## config.mk

```make
export PLATFORM = sky130hd
export DESIGN_NAME = data_mem_dp
export DESIGN_NICKNAME = d
export VERILOG_FILES = /design/src/rtl/data_mem_pkg.sv /design/src/rtl/data_mem_init_seq.sv /design/src/rtl/data_mem_dp.sv
export SDC_FILE = /design/constraint.sdc
export NUM_CORES = 1
export LEC_CHECK = 0
export ABC_AREA = 1
export BUFFER_PORTS_ARGS = -buffer_cell sky130_fd_sc_hd__buf_2
export CELL_PAD_IN_SITES_DETAIL_PLACEMENT = 0
export CELL_PAD_IN_SITES_GLOBAL_PLACEMENT = 1
export CORE_MARGIN = 2
export CORE_UTILIZATION = 48
export DETAILED_ROUTE_END_ITERATION = 10
export GPL_TIMING_DRIVEN = 0
export PLACE_DENSITY = 0.89
export REMOVE_ABC_BUFFERS = 1
export SKIP_CTS_REPAIR_TIMING = 1
export SLEW_MARGIN = 20
export SYNTH_ARGS = -nofsm -noshare
export SYNTH_HDL_FRONTEND = slang
export SYNTH_HIERARCHICAL = 1
export SYNTH_SLANG_ARGS = --single-unit
```

## constraint.sdc

```tcl
create_clock -name clk -period 2.7 [get_ports clk]
set_input_delay 0.135 -clock clk [delete_from_list [all_inputs] [get_ports clk]]
set_output_delay 0.135 -clock clk [all_outputs]
set_load 0.1 [all_outputs]
```

## src/rtl/data_mem_pkg.sv

```systemverilog
// Shared types, init-pattern selectors and the init-word helper for the
// Salamander dual-port data memory.
package data_mem_pkg;

   typedef enum logic {INIT, RUN} mem_state_t;

   localparam int INIT_ZERO  = 0;
   localparam int INIT_INDEX = 1;

   // Post-reset content of word idx, already masked to data_size bits.
   function automatic logic [63:0] init_word(input int unsigned idx,
                                             input int unsigned data_size,
                                             input int          mode);
      logic [63:0] mask;
      if (data_size >= 64) mask = '1;
      else                 mask = (64'd1 << data_size) - 64'd1;
      if (mode == INIT_INDEX) return 64'(idx) & mask;
      else                    return '0;
   endfunction

endpackage

```

## src/rtl/data_mem_init_seq.sv

```systemverilog
// Post-reset init sweep: writes one word per cycle, then enters RUN.
// Also owns READY and the sticky WR_DROP flag.
module data_mem_init_seq
   import data_mem_pkg::*;
#(
   parameter int DATA_SIZE = 8,
   parameter int ADDR_SIZE = 5,
   parameter int INIT_MODE = INIT_INDEX
) (
   input  logic                 clk,
   input  logic                 rstn,
   input  logic                 we_a,
   output logic                 init_we,
   output logic [ADDR_SIZE-1:0] init_addr,
   output logic [DATA_SIZE-1:0] init_data,
   output logic                 ready,
   output logic                 wr_drop,
   output mem_state_t           state
);

   mem_state_t           state_nxt;
   logic [ADDR_SIZE-1:0] cnt;

   always_ff @(posedge clk) begin
      if (!rstn) begin
         state   <= INIT;
         cnt     <= '0;
         wr_drop <= 1'b0;
      end else begin
         state <= state_nxt;
         if (state == INIT) cnt <= cnt + 1'b1;
         if (state == INIT && we_a) wr_drop <= 1'b1;
      end
   end

   always_comb begin
      state_nxt = state;
      case (state)
         INIT:    if (cnt == {ADDR_SIZE{1'b1}}) state_nxt = RUN;
         RUN:     state_nxt = RUN;
         default: state_nxt = INIT;
      endcase
   end

   // The array is only touched while out of reset, so the sweep is gated by rstn.
   always_comb begin
      init_we   = rstn && (state == INIT);
      init_addr = cnt;
      init_data = DATA_SIZE'(init_word(32'(cnt), DATA_SIZE, INIT_MODE));
      ready     = (state == RUN);
   end

endmodule

```

## src/rtl/data_mem_dp.sv

```systemverilog
// Salamander data memory: port A read/write, port B read-only (debug/DMA),
// selectable read latency, cleared by an init sweep after reset.
module data_mem_dp
   import data_mem_pkg::*;
#(
   parameter int DATA_SIZE = 8,
   parameter int ADDR_SIZE = 5,
   parameter int RD_LAT    = 1,
   parameter int INIT_MODE = INIT_INDEX
) (
   input  logic                 clk,
   input  logic                 rstn,
   input  logic                 W_A,
   input  logic [ADDR_SIZE-1:0] ADDR_A,
   input  logic [DATA_SIZE-1:0] DATA_WR_A,
   output logic [DATA_SIZE-1:0] DATA_RD_A,
   input  logic                 RE_B,
   input  logic [ADDR_SIZE-1:0] ADDR_B,
   output logic [DATA_SIZE-1:0] DATA_RD_B,
   output logic                 RVALID_B,
   output logic                 READY,
   output logic                 WR_DROP
);

   localparam int MEM_SIZE = 2 ** ADDR_SIZE;

   (* preserve *) logic [DATA_SIZE-1:0] mem [MEM_SIZE];

   logic                 init_we;
   logic [ADDR_SIZE-1:0] init_addr;
   logic [DATA_SIZE-1:0] init_data;
   mem_state_t           fsm_state;
   logic                 run;

   data_mem_init_seq #(
      .DATA_SIZE (DATA_SIZE),
      .ADDR_SIZE (ADDR_SIZE),
      .INIT_MODE (INIT_MODE)
   ) u_init_seq (
      .clk       (clk),
      .rstn      (rstn),
      .we_a      (W_A),
      .init_we   (init_we),
      .init_addr (init_addr),
      .init_data (init_data),
      .ready     (READY),
      .wr_drop   (WR_DROP),
      .state     (fsm_state)
   );

   assign run = (fsm_state == RUN);

   // No reset on the array: the sweep owns clearing. Core writes only in RUN.
   always_ff @(posedge clk) begin
      if (init_we)
         mem[init_addr] <= init_data;
      else if (rstn && run && W_A)
         mem[ADDR_A] <= DATA_WR_A;
   end

   generate
      if (RD_LAT == 0) begin : g_comb_rd
         always_comb begin
            DATA_RD_A = run ? mem[ADDR_A] : '0;
            DATA_RD_B = run ? mem[ADDR_B] : '0;
            RVALID_B  = RE_B & run;
         end
      end else begin : g_reg_rd
         // Non-blocking reads of mem give read-first behaviour on both ports.
         always_ff @(posedge clk) begin
            if (!rstn) begin
               DATA_RD_A <= '0;
               DATA_RD_B <= '0;
               RVALID_B  <= 1'b0;
            end else begin
               RVALID_B  <= RE_B & run;
               DATA_RD_A <= run ? mem[ADDR_A] : '0;
               if (!run)      DATA_RD_B <= '0;
               else if (RE_B) DATA_RD_B <= mem[ADDR_B];
            end
         end
      end
   endgenerate

endmodule

```

==> results.md <==
- Max Cap Violations: 0
- Core footprint: 28700 um^2
- Clock slew at reported path FFs: 0.06 ns
- Hold Worst Slack: -0.00530 ns
- CTS Buffer Depth: 3
- Yosys warns: 6
- Levels on crit path: 8
- Pwr Density: 609 nW/um^2
- Met2 usage: 41.2%
- Final WL: 40100 um
- Critical-path cell list: nand2_2 -> inv_4 -> nand3_4 -> nand2_1 -> o21ai_2 -> inv_1 -> nand3_4 -> nor2_4
- Gr busiest metal: met2
- Worst-margin pin slew: 0.941 ns
- Gr usage total: 25.7%
- Syn_area_per_cell: 8.80 um^2
- Worst reg2reg path depth: 8
- # DRC: 0
- CTS Buf Count: 28
- Post-Synthesis Cells: 1588
- Largest net degree at the start of global routing: 91
- Final GP Congestion: 0.877
- Final hold violation count: 3
- Worst vdd ir: 0.453 mV
- WP data required: 2.92 ns
- Filler cells: 2522
- DPL Wire Length: 23100 um
- Number of global-route vias before repair: 10498
- Worst Skew: 0.00842 ns
- Worst-Skew Late Latency: 0.54 ns
- Clk sinks: 280
- Met1 Track Usage GR: 35.7%
- Via/cell ratio: 5.81
- P&R area growth vs syn: 12.6%
- Port bufs: 40
- Reg2reg start: u_init_seq/ready
- Initial antenna violation count: 0
- Routed vias: 11434
- Post-route ant nets: 0
- First-pass GRT wire length: 59800 um
- CTS H-tree depth: 1
- Die Footprint: 30500 um^2
- Nets: 1587
- Fin util: 54.8%
- Cell family with most CP delay: simple AND/OR/NAND/NOR gates
- # diodes: 0
- Worst slew margin: 37.3%
- Crit path launch type: register
- Crit Path Category: reg -> reg
- Drt wl/cell: 20.4 um
- Clock root cell: clkbuf_16
- Hold crit path type: in -> reg
- Worst path slowest cell: dfxtp_1
- CTS tree: done
- Status: complete, but fails checks
- Row cnt: 62
- Buf/Inv on CP: 2
- Met3 Use GR: 3.61%
- Crit Path Max Fanout: 18
- Register-to-register path setup slack: 0.15 ns
- Fin crit period: 2.55 ns
- Slew Limit Fails: 0
- DR pass1 iterations: 8
- Fmax: 0.393 GHz
- R2R Path End: mem[15][3]
- Worst setup path start: u_init_seq/ready
- #FFs+latches synth: 280
- Leak pwr: 0.00600 uW
- Seq/Total Area, Yosys: 58.5%
- Die height: 175 um
- Crit-path max cell delay: 0.48 ns
- Share of cells above drive strength 1: 10.3%
- Detailed Route Iter0 Violations: 1150
- Setup Viol. Count Final: 0
- Mapped cell area: 14000 um^2
- I/O pin count: 41
- Initial Util: 48.7%
- Failing checks: negative hold slack
- Worst setup EP type: register
- Fin crit share: 94.3%
- CP arrival: 2.76 ns
- Synth cell types: 28
- Die span in x: 175 um
- Worst Setup EP: mem[15][3]
- Grt ovf: 0
- Crit path top cell by count: nand3_4
cell type report:
class	count	area [um^2]	share of cell area (%)
clock inverters	13	135	0.859
well taps	384	480	3.05
clock buffers	39	763	4.85
flip-flops and latches	280	8170	51.9
repair buffers	60	651	4.14
multi-input cells	1168	5420	34.5
inverters	25	111	0.708
cells by family (layout without fill, tap and decap cells):
group           Yosys count  after routing  synth area share, %
simple gates           1028           1028                 30.8
flops                   280            280                 58.5
buf+inv                 142            137                 5.06
compound gates          127            127                 4.86
mux                       8              8                0.645
fa+ha+maj                 2              2                0.179
other cells               1              3               0.0268
registers in the layout (all words and copies together) (netlist names):
signal	cells
DATA_RD_A	8
DATA_RD_B	8
RVALID_B	1
mem	256
u_init_seq/init_addr	5
u_init_seq/ready	1
u_init_seq/wr_drop	1
worst min-delay path by stage:
stage / start / end / slack, ns / cells after the start
floorplan: RE_B / DATA_RD_B[0] / 0.23 / 1
global placement: rstn / u_init_seq/init_addr[2] / 0.43 / 3
detailed placement: rstn / u_init_seq/init_addr[2] / 0.43 / 3
CTS: rstn / u_init_seq/init_addr[3] / -0.13 / 3
global route: RE_B / DATA_RD_B[2] / 0.01 / 2
finish: RE_B / DATA_RD_B[3] / -0.005 / 2
per-layer routing:
layer	share of wire (%)	up-vias
li1	-	5369
met5	0	-
met1	41	5412
met2	47	590
met3	8.7	63
met4	3.4	0
report_power, final:
part / switching [uW] / total [uW] / internal, uW
sequential: 16.4 / 4780 / 4760
clock: 1590 / 3840 / 2250
combinational: 704 / 956 / 252
total: 2310 / 9570 / 7270
metrics by stage:
stage / total power (uW) / area, um^2 / setup slack, ns / setup TNS [ns] / cells
after floorplan: 5350 / 13400 / -0.148 / -32.97 / 1473
after global placement: 5750 / 14000 / -4.30 / -331.89 / 1897
after detailed placement: 5770 / 14300 / -0.354 / -67.05 / 1905
after CTS: 9540 / 15200 / -0.361 / -70.27 / 1957
after global routing: 9850 / 15700 / -0.0207 / -0.219 / 1969
final: 9570 / 15700 / 0.155 / 0 / 1969
cells in the mapped netlist:
cell      number  area (um^2)
clkbuf_1      25         93.8
nand2_1      567         2130
a21oi_1       35          175
dfxtp_1       24          480
and3_1         1         6.26
nor2_1       126          473
buf_4         24          180
inv_2          4         15.0
o22ai_1        7         43.8
o31ai_1        7         52.6
conb_1         1         3.75
o21ai_2        2         17.5
nand3_4        1         17.5
inv_4          1         6.26
ha_1           2         25.0
nand2_2        1         6.26
nand3_1      330         1650
o21ai_1       13         65.1
inv_1         20         75.1
edfxtp_1     256         7690
o221ai_1       2         17.5
nand3_2        1         10.0
o21ai_0       60          300
mux2_2         8         90.1
buf_2         65          325
nor2_2         1         6.26
o211ai_1       1         7.51
buf_1          3         11.3
cells in the final DEF, fill, tap and decap left out, types with 17 or more instances in the layout:
master     Yosys  routed
edfxtp_1     256     256
clkbuf_16      0      29
o21ai_0       60      60
nand2_1      567     561
inv_1         20      17
a21oi_1       35      35
dfxtp_1       24      24
nor2_4         0      32
nand3_1      330     326
nor2_1       126      94
buf_2         65      36
Note: power is estimated with default switching activity, not from simulation.
